--- config.mk ---
export PLATFORM = sky130hd
export DESIGN_NAME = barrier_release_ctrl_flat
export DESIGN_NICKNAME = d
export VERILOG_FILES = /design/src/rtl/barrier_release_ctrl_if.sv /design/src/rtl/barrier_release_ctrl.sv /design/src/flat_wrapper.sv
export SDC_FILE = /design/constraint.sdc
export NUM_CORES = 1
export LEC_CHECK = 0
export CAP_MARGIN = 20
export CELL_PAD_IN_SITES_DETAIL_PLACEMENT = 0
export CELL_PAD_IN_SITES_GLOBAL_PLACEMENT = 1
export CORE_MARGIN = 8
export CORE_UTILIZATION = 31
export DETAILED_ROUTE_END_ITERATION = 16
export PLACE_DENSITY = 0.6
export SYNTH_ARGS = -nofsm -noshare
export SYNTH_HDL_FRONTEND = slang
export SYNTH_SLANG_ARGS = --single-unit
--- constraint.sdc ---
create_clock -name clk -period 6 [get_ports clk]
set_clock_uncertainty 0.2 [all_clocks]
set_input_delay 0.9 -clock clk [delete_from_list [all_inputs] [get_ports clk]]
set_output_delay 0.9 -clock clk [all_outputs]
set_load 0.01 [all_outputs]
--- src/rtl/barrier_release_ctrl_if.sv ---
// barrier_release_ctrl_if: barrier arrival/release handshake bundle between the core array and the controller
interface barrier_release_ctrl_if #(
  parameter int NUM_CORES = 4,
  parameter int GEN_W     = 4
);
  logic [NUM_CORES-1:0] core_en;
  logic [NUM_CORES-1:0] arrive;
  logic [NUM_CORES-1:0] release_ack;
  logic                 clear_err;
  logic [NUM_CORES-1:0] release_req;
  logic                 barrier_done;
  logic [GEN_W-1:0]     generation;
  logic [NUM_CORES-1:0] arrived;
  logic                 timeout_err;
  logic [NUM_CORES-1:0] missing;
  modport master (
    output core_en, arrive, release_ack, clear_err,
    input  release_req, barrier_done, generation, arrived, timeout_err, missing
  );
  modport slave (
    input  core_en, arrive, release_ack, clear_err,
    output release_req, barrier_done, generation, arrived, timeout_err, missing
  );
endinterface

--- src/rtl/barrier_release_ctrl.sv ---
// barrier_release_ctrl: gathers per-core arrivals, releases all cores on completion, counts generations, flags timeouts
module barrier_release_ctrl #(
  parameter int NUM_CORES      = 4,
  parameter int TIMEOUT_CYCLES = 1024,
  parameter int GEN_W          = 4
) (
  input  logic                   clk,
  input  logic                   rst_n,
  barrier_release_ctrl_if.slave  bus
);
  localparam int TW = $clog2(TIMEOUT_CYCLES);
  localparam logic [1:0] IDLE    = 2'd0;
  localparam logic [1:0] GATHER  = 2'd1;
  localparam logic [1:0] RELEASE = 2'd2;
  localparam logic [1:0] ERROR   = 2'd3;
  logic [1:0]           state_q, state_d;
  logic [NUM_CORES-1:0] arrived_q, arrived_d;
  logic [NUM_CORES-1:0] pending_q, pending_d;
  logic [NUM_CORES-1:0] release_q, release_d;
  logic [NUM_CORES-1:0] missing_q, missing_d;
  logic [GEN_W-1:0]     gen_q, gen_d;
  logic [TW-1:0]        timer_q, timer_d;
  logic                 done_q, done_d;
  logic [NUM_CORES-1:0] effective, enabled_arrive, rel_left, pend_nxt;
  logic                 complete;
  // Disabled cores count as arrived; an all-disabled barrier can never complete.
  assign effective      = arrived_q | bus.arrive | ~bus.core_en;
  assign complete       = (&effective) && (|bus.core_en);
  assign enabled_arrive = bus.arrive & bus.core_en;
  // Release bits drop once acked; arrivals from already-released cores belong to the next generation.
  assign rel_left       = release_q & ~bus.release_ack;
  assign pend_nxt       = pending_q | (bus.arrive & ~release_q);
  // Next-state and datapath update for the barrier FSM.
  always_comb begin
    state_d   = state_q;
    arrived_d = arrived_q;
    pending_d = pending_q;
    release_d = release_q;
    missing_d = missing_q;
    gen_d     = gen_q;
    timer_d   = timer_q;
    done_d    = 1'b0;
    case (state_q)
      IDLE: if (|enabled_arrive) begin
        arrived_d = enabled_arrive;
        timer_d   = '0;
        state_d   = complete ? RELEASE : GATHER;
        release_d = complete ? bus.core_en : '0;
      end
      GATHER: begin
        arrived_d = arrived_q | enabled_arrive;
        timer_d   = timer_q + 1'b1;
        if (complete) begin
          state_d   = RELEASE;
          release_d = bus.core_en;
          timer_d   = '0;
        end else if (timer_q == TW'(TIMEOUT_CYCLES - 1)) begin
          state_d   = ERROR;
          missing_d = bus.core_en & ~effective;
        end
      end
      RELEASE: begin
        release_d = rel_left;
        pending_d = pend_nxt;
        if (rel_left == '0) begin
          done_d    = 1'b1;
          gen_d     = gen_q + 1'b1;
          arrived_d = pend_nxt;
          pending_d = '0;
          timer_d   = '0;
          state_d   = (|pend_nxt) ? GATHER : IDLE;
        end
      end
      default: if (bus.clear_err) begin
        state_d   = IDLE;
        arrived_d = '0;
        missing_d = '0;
        timer_d   = '0;
      end
    endcase
  end
  // State registers with asynchronous active-low reset.
  always_ff @(posedge clk or negedge rst_n) begin
    if (!rst_n) begin
      state_q   <= IDLE;
      arrived_q <= '0;
      pending_q <= '0;
      release_q <= '0;
      missing_q <= '0;
      gen_q     <= '0;
      timer_q   <= '0;
      done_q    <= 1'b0;
    end else begin
      state_q   <= state_d;
      arrived_q <= arrived_d;
      pending_q <= pending_d;
      release_q <= release_d;
      missing_q <= missing_d;
      gen_q     <= gen_d;
      timer_q   <= timer_d;
      done_q    <= done_d;
    end
  end
  assign bus.release_req  = release_q;
  assign bus.barrier_done = done_q;
  assign bus.generation   = gen_q;
  assign bus.arrived      = arrived_q;
  assign bus.timeout_err  = (state_q == ERROR);
  assign bus.missing      = missing_q;
endmodule

--- src/flat_wrapper.sv ---
// flat-port wrapper written by rule: the top's interface ports become plain ports
module barrier_release_ctrl_flat 
#(
  parameter int NUM_CORES      = 4,
  parameter int TIMEOUT_CYCLES = 1024,
  parameter int GEN_W          = 4
)
  (clk, rst_n, bus_core_en, bus_arrive, bus_release_ack, bus_clear_err, bus_release_req, bus_barrier_done, bus_generation, bus_arrived, bus_timeout_err, bus_missing);
  barrier_release_ctrl_if #(.NUM_CORES(NUM_CORES), .GEN_W(GEN_W)) bus_i ();
  input  logic clk;
  input  logic rst_n;
  input wire logic [$bits(bus_i.core_en)-1:0] bus_core_en;
  input wire logic [$bits(bus_i.arrive)-1:0] bus_arrive;
  input wire logic [$bits(bus_i.release_ack)-1:0] bus_release_ack;
  input wire logic [$bits(bus_i.clear_err)-1:0] bus_clear_err;
  output wire logic [$bits(bus_i.release_req)-1:0] bus_release_req;
  output wire logic [$bits(bus_i.barrier_done)-1:0] bus_barrier_done;
  output wire logic [$bits(bus_i.generation)-1:0] bus_generation;
  output wire logic [$bits(bus_i.arrived)-1:0] bus_arrived;
  output wire logic [$bits(bus_i.timeout_err)-1:0] bus_timeout_err;
  output wire logic [$bits(bus_i.missing)-1:0] bus_missing;
  assign bus_i.core_en = bus_core_en;
  assign bus_i.arrive = bus_arrive;
  assign bus_i.release_ack = bus_release_ack;
  assign bus_i.clear_err = bus_clear_err;
  assign bus_release_req = bus_i.release_req;
  assign bus_barrier_done = bus_i.barrier_done;
  assign bus_generation = bus_i.generation;
  assign bus_arrived = bus_i.arrived;
  assign bus_timeout_err = bus_i.timeout_err;
  assign bus_missing = bus_i.missing;
  barrier_release_ctrl #(.NUM_CORES(NUM_CORES), .TIMEOUT_CYCLES(TIMEOUT_CYCLES), .GEN_W(GEN_W)) u_core (.clk(clk), .rst_n(rst_n), .bus(bus_i));
endmodule
==> results of run 1 <==
-- worst max path at each step --
stage	end	slack, ns	cells after the start
4_1_cts	u_core.bus.missing[0]	2.97	6
3_5_place_dp	u_core.bus.missing[0]	2.68	6
2_1_floorplan	u_core.state_q[0]	3.42	5
5_1_grt	u_core.bus.missing[0]	2.80	6
3_3_place_gp	u_core.bus.arrived[3]	2.73	6
6_report	u_core.bus.arrived[3]	2.96	6
-- flip-flops by register name, summed over array words and instances, names as in the netlist --
register / flops
u_core.timer_q: 10
u_core.bus.barrier_done: 1
u_core.pending_q: 4
u_core.state_q: 2
u_core.bus.missing: 4
u_core.bus.arrived: 4
u_core.bus.release_req: 4
u_core.bus.generation: 4
-- critical path: cells and delay by family --
| family | cells | cell delay, ns |
|---|---|---|
| compound gates | 3 | 0.73 |
| buf+inv | 1 | 0.57 |
| simple gates | 2 | 0.81 |
-- metrics by stage --
step	std cells	hold WS [ns]	setup WS, ns	power, W
global route	298	0.317	2.80	0.00110
CTS	298	0.286	2.97	0.00103
detailed placement	292	0.268	2.68	0.000868
global placement	292	0.269	2.73	0.000866
finish	298	0.283	2.96	0.00102
floorplan	186	0.279	3.42	0.000677
-- power by group --
group | switching (W) | internal (W) | total [W]
Sequential | 0.0000595 | 0.000285 | 0.000344
Clock | 0.0000760 | 0.0000762 | 0.000152
Combinational | 0.000296 | 0.000227 | 0.000523
Total | 0.000431 | 0.000588 | 0.00102
-- cell families (layout without fill, tap and decap cells) --
| group | Yosys count | count (layout) | share of synthesized area |
|---|---|---|---|
| buffers and inverters | 11 | 48 | 0.0269 |
| XOR/XNOR | 3 | 3 | 0.0145 |
| multiplexers | 8 | 8 | 0.0469 |
| flip-flops | 33 | 33 | 0.455 |
| AO/OA/AOI/OAI | 56 | 56 | 0.216 |
| AND/OR/NAND/NOR | 69 | 69 | 0.199 |
| adder cells (fa/ha/maj) | 6 | 6 | 0.0414 |
-- cells in the final DEF (no fill, tap or decap), drive strengths merged, types with 2 or more instances in the layout --
master,Yosys,layout
nand4,2,2
mux2,4,4
dfrtp,33,33
xnor2,2,2
and4,2,2
a22o,9,9
a21oi,7,7
nand3,4,4
clkdlybuf4s50,0,32
nor4,2,2
a21o,2,2
nor2b,10,10
a32oi,4,4
o2bb2ai,8,8
ha,6,6
inv,9,9
a22oi,3,3
mux2i,4,4
and3,5,5
o21ai,16,16
nor2,18,18
nand2,16,16
a31oi,3,3
nor3,4,4
clkbuf,1,5
-- cell type report --
type | count | area (µm²) | area share
Inverter | 9 | 33.8 | 0.0147
Sequential cell | 33 | 826 | 0.360
Clock inverter | 1 | 5.00 | 0.00218
Tap cell | 75 | 93.8 | 0.0409
Clock buffer | 5 | 68.8 | 0.0300
Timing Repair Buffer | 33 | 328 | 0.143
Multi-Input combinational cell | 142 | 938 | 0.409
-- routing by layer --
layer  wire length [µm]  share of wire  up-vias  global-route usage
li1                   -              -      768                   -
met1               2340           0.47      739               0.166
met2               2170           0.44       51               0.174
met3                370          0.075        5              0.0388
met4                 59          0.012        0              0.0403
met5                  0              0        -                   0
==> impl_metrics.toml, run 1 <==
[outcome]
run_status = "completed"

[worst_setup_path]
crit_fanout = 6
rr_endpoint = "u_core.bus.arrived[3]"
reg2reg_slack_ns = 3.42
ff2ff_path_depth = 6
critPathRequiredTime_ns = 5.97
cp.arrival_ns = 3.01
crit_path_max_incr_delay_ns = 0.57
reg2reg_from = "u_core.state_q[0]"
critPathCaptureType = "flip-flop"
crit_path_start = "bus_arrive[2]"
start_kind = "primary input"
crit_chain = "clkdlybuf4s50_1 > a22oi_1 > and4_1 > nor3_1 > o21ai_0 > a22o_1"
crit_type = "in -> reg"
cp_slowest_cell = "clkdlybuf4s50_1"

[floorplanning]
ios = 33
row_count = 28
die_h_um = 92.5
coreArea_um2 = 5780
start_util = 0.314
dieArea_um2 = 8550
fp.dieW_um = 92.5

[finish]
nFillCells = 586
final_nets = 245
final_area_um2 = 2290
diodes = 0
layout-drive-gt1-share = 0.0673
final_core_util = 0.397
area_delta_synth_final_pct = 26.5

[hold_path]
hold_path_end = "u_core.bus.generation[3]"
hp-class = "reg -> reg"
holdCritStartpoint = "u_core.bus.generation[3]"
holdPathStages = 1

[yosys]
syn_nets = 207
async_reset_ff_frac = 1.00
synth_top_area_cell = "dfrtp_1"
synth_top_cell_area_share = 0.455
synthDistinctLibCells = 39
synthesis.area_um2 = 1810
yosys-top-cells-count = "dfrtp_1, nand2_1, nor2_1, o21ai_0, nor2b_1"
syn_avg_cell_area_um2 = 9.75
synth-edff-count = 0
yosysSeqAreaShare = 0.455
syn-instance-count = 186
yosysWarnings = 0
yosysMostFrequentCell = "dfrtp_1"
synth_ff_type = "dfrtp_1"
ys_top_cells_by_area = "dfrtp_1, o21ai_0, a22o_1, ha_1, o2bb2ai_1"
ys_ff_latch = 33

[clock_network]
numCtsBuffers = 5
htreeDepth = 2
clkSinkCount = 33
clk-insertion-delay-late_ns = 0.28
cts_tree = "yes"
cts_setup_buffers = 0
cts_root_buf = "clkbuf_8"
clockBufferDepth = 2
cts_hold_buf = 0
clk_pin_slew_ns = 0.06
cts.repair.resized = 0

[sta]
drv_slew = 0
worst_pin_slew_ns = 0.659
setup_tns_ns = 0
period_minus_slack_ns = 3.04
finalHoldViolCount = 0
final.period_utilization = 0.506
fmax_mhz = 329
slew_headroom = 0.558
setup_viol = 0
rsz0062_at_grt = "false"

[pwr]
ir_worst_vdd_mv = 0.193
p_per_area_nw_per_um2 = 444
power.leakage_nw = 1.01

[routing]
wl_per_cell_um = 16.6
vias_per_cell = 5.24
drtIter0Drc = 81
drc_errors = 0
drtPass1Iterations = 4
via_count = 1563
ant_nets = 0
totalWireLength_um = 4930

[global_route]
grt_max_degree = 34
track_usage = 0.121
grt_pass1_wl_um = 8240
grt_pass1_vias = 1590
antenna_found_initial = 0
grt_overflow_total = 0

[place]
gp_congestion = 0.770
portBuffers = 32
hpwl_um = 3690
placed_cell_area_um2 = 2220

[run]
maxCapViolations = 0
No activity file was read; power rests on OpenSTA's default activity.
==> run 2, diff against run 1 <==
Settings changed: PLACE_DENSITY 0.6 to 0.63.
Clock period 6 ns to 2.5 ns, I/O delays scaled along.
==> run 2 against run 1 <==
  * Combinational power increased to 2.8 times the previous value
  * Hold slack got worse by 0.0087 ns
  * Critical endpoint is now u_core.timer_q[0]
  * Sequential share of layout area shrank 2.8 points
  * Global-route usage grew 0.89 points
  * Final cell count up 8.4%
  * Routed wire length up 5.3%
  * Via count grew 5.2%
  * Clock power grew to 2.6 times the previous value
  * Total power rose to 2.6 times the previous value
  * Design area is 8.5% higher
  * Core utilization up 3.4 points
  * Non-clock buffer count grew 23
==> impl_metrics.toml, run 2 (same netlist as run 1, synthesis figures left out) <==
[outcome]
run_status = "completed"

[finish]
layoutNonFillerInstCount = 323
mostFrequentLayoutCells = "dfrtp_1, clkdlybuf4s50_1, buf_4"
top_register = "u_core.timer_q"
layout-drive-gt1-share = 0.153
final_nets = 268
area_delta_synth_final_pct = 37.3
final_core_util = 0.431
largest_reg_flops = 10
diodes = 0
final_common_cell = "dfrtp_1"

[floorplanning]
dieArea_um2 = 8550
coreArea_um2 = 5780
die_h_um = 92.5
start_util = 0.314
ios = 33
row_count = 28
fp.dieW_um = 92.5

[pwr]
switching_share = 0.405
power.leakage_nw = 1.13
pwr-share-seq = 0.307
power_frac_comb = 0.544
p_per_area_nw_per_um2 = 1070
p_int_w = 0.00159
ir_worst_vdd_mv = 0.473
pwr-share-clk = 0.149
netSwitchingPower_w = 0.00108

[sta]
setup_tns_ns = 0
whs_ns = 0.275
worst_pin_slew_ns = 0.441
final.period_utilization = 0.926
slew_headroom = 0.706
drv_slew = 0
rsz0062_at_grt = "false"
fmax_mhz = 432
period_minus_slack_ns = 2.32
setup_viol = 0
finalHoldViolCount = 0

[clock_network]
cts_setup_buffers = 0
cts_root_buf = "clkbuf_8"
htreeDepth = 2
cts_hold_buf = 0
clk_pin_slew_ns = 0.07
clk-insertion-delay-late_ns = 0.28
numCtsBuffers = 5
cts_tree = "yes"
clockBufferDepth = 2
clkSinkCount = 33
cts.repair.resized = 0

[worst_setup_path]
start_kind = "primary input"
cp_slowest_cell = "clkdlybuf4s50_1"
crit_fanout = 10
ff2ff_path_depth = 6
cp.depth = 7
crit_path_max_incr_delay_ns = 0.59
cp.arrival_ns = 2.34
crit_chain = "clkdlybuf4s50_1 > a22oi_1 > and4_1 > or3_4 > buf_12 > nor2_4 > mux2_2"
critPathCaptureType = "flip-flop"
critical_path_buf_inv_count = 2
critPathTopFamily = "simple AND/OR/NAND/NOR gates"
crit_type = "in -> reg"
critPathRequiredTime_ns = 2.52

[routing]
drtIter0Drc = 63
via_count = 1644
vias_per_cell = 5.09
wl_per_cell_um = 16.1
drtPass1Iterations = 4
totalWireLength_um = 5200
ant_nets = 0
drc_errors = 0

[place]
hpwl_um = 3920
dp_cells = 315
gp_congestion = 0.779
portBuffers = 32

[hold_path]
hp-class = "reg -> reg"
holdPathStages = 1

[global_route]
grt_pass1_vias = 1709
grt_overflow_total = 0
grt_pass1_wl_um = 8900
grt_max_degree = 34
track_usage = 0.130
antenna_found_initial = 0

[run]
maxCapViolations = 0
[run 2: changes by cell type in the layout (fill, tap and decap cells not counted), sizes merged]
cell,before,now
clkinv,1,0
clkinvlp,0,1
clkbuf,5,7
buf,1,24
[run 2: power groups by stage]
| stage | logic, W | clock network, W | registers [W] |
|---|---|---|---|
| after floorplan | 0.000788 | 0 | 0.000836 |
| after global routing | 0.00161 | 0.000440 | 0.000849 |
| after global placement | 0.00145 | 0 | 0.000830 |
| final | 0.00146 | 0.000399 | 0.000820 |
| after detailed placement | 0.00146 | 0 | 0.000828 |
| after CTS | 0.00147 | 0.000416 | 0.000819 |
[run 2: layout make-up]
cell class,count,area (µm²)
Inverter,9,33.8
Clock inverter,1,7.51
Clock buffer,7,76.3
Timing Repair Buffer,56,513
Sequential cell,33,826
Multi-Input combinational cell,142,938
Fill cell,590,3290
Tap cell,75,93.8
[run 2: through the flow]
stage	total power, W	instance area (µm²)	worst slack (ns)
after floorplan	0.00162	1810	0.289
after global placement	0.00228	2400	-0.108
after detailed placement	0.00229	2400	-0.117
after CTS	0.00270	2490	0.192
after global routing	0.00290	2490	0.0320
final	0.00267	2490	0.185
[run 2: path summary, 6_finish.rpt]
check	start	endpoint	slack, ns
max in group asynchronous	rst_n	u_core.bus.release_req[1]	1.49
max	bus_core_en[2]	u_core.timer_q[0]	0.18
min in group asynchronous	rst_n	u_core.bus.barrier_done	0.30
min	u_core.bus.generation[3]	u_core.bus.generation[3]	0.27
max reg2reg	u_core.bus.release_req[1]	u_core.timer_q[0]	0.22
min reg2reg	u_core.bus.generation[3]	u_core.bus.generation[3]	0.27
[run 2: worst register-to-register path, stage by stage, from the launching register on]
cell and delay [ns]:
dfrtp_1 0.43, nor2b_1 0.18, o41a_1 0.44, or3_4 0.37, buf_12 0.16, nor2_4 0.24
mux2_2 0.20
[run 2: per-layer routing]
layer  global-route usage  wire length (µm)  up-vias
met3               0.0283               232       10
met2                0.191              2260       40
li1                     -                 -      810
met5                    0                 0        -
met1                0.176              2580      784
met4               0.0631               121        0
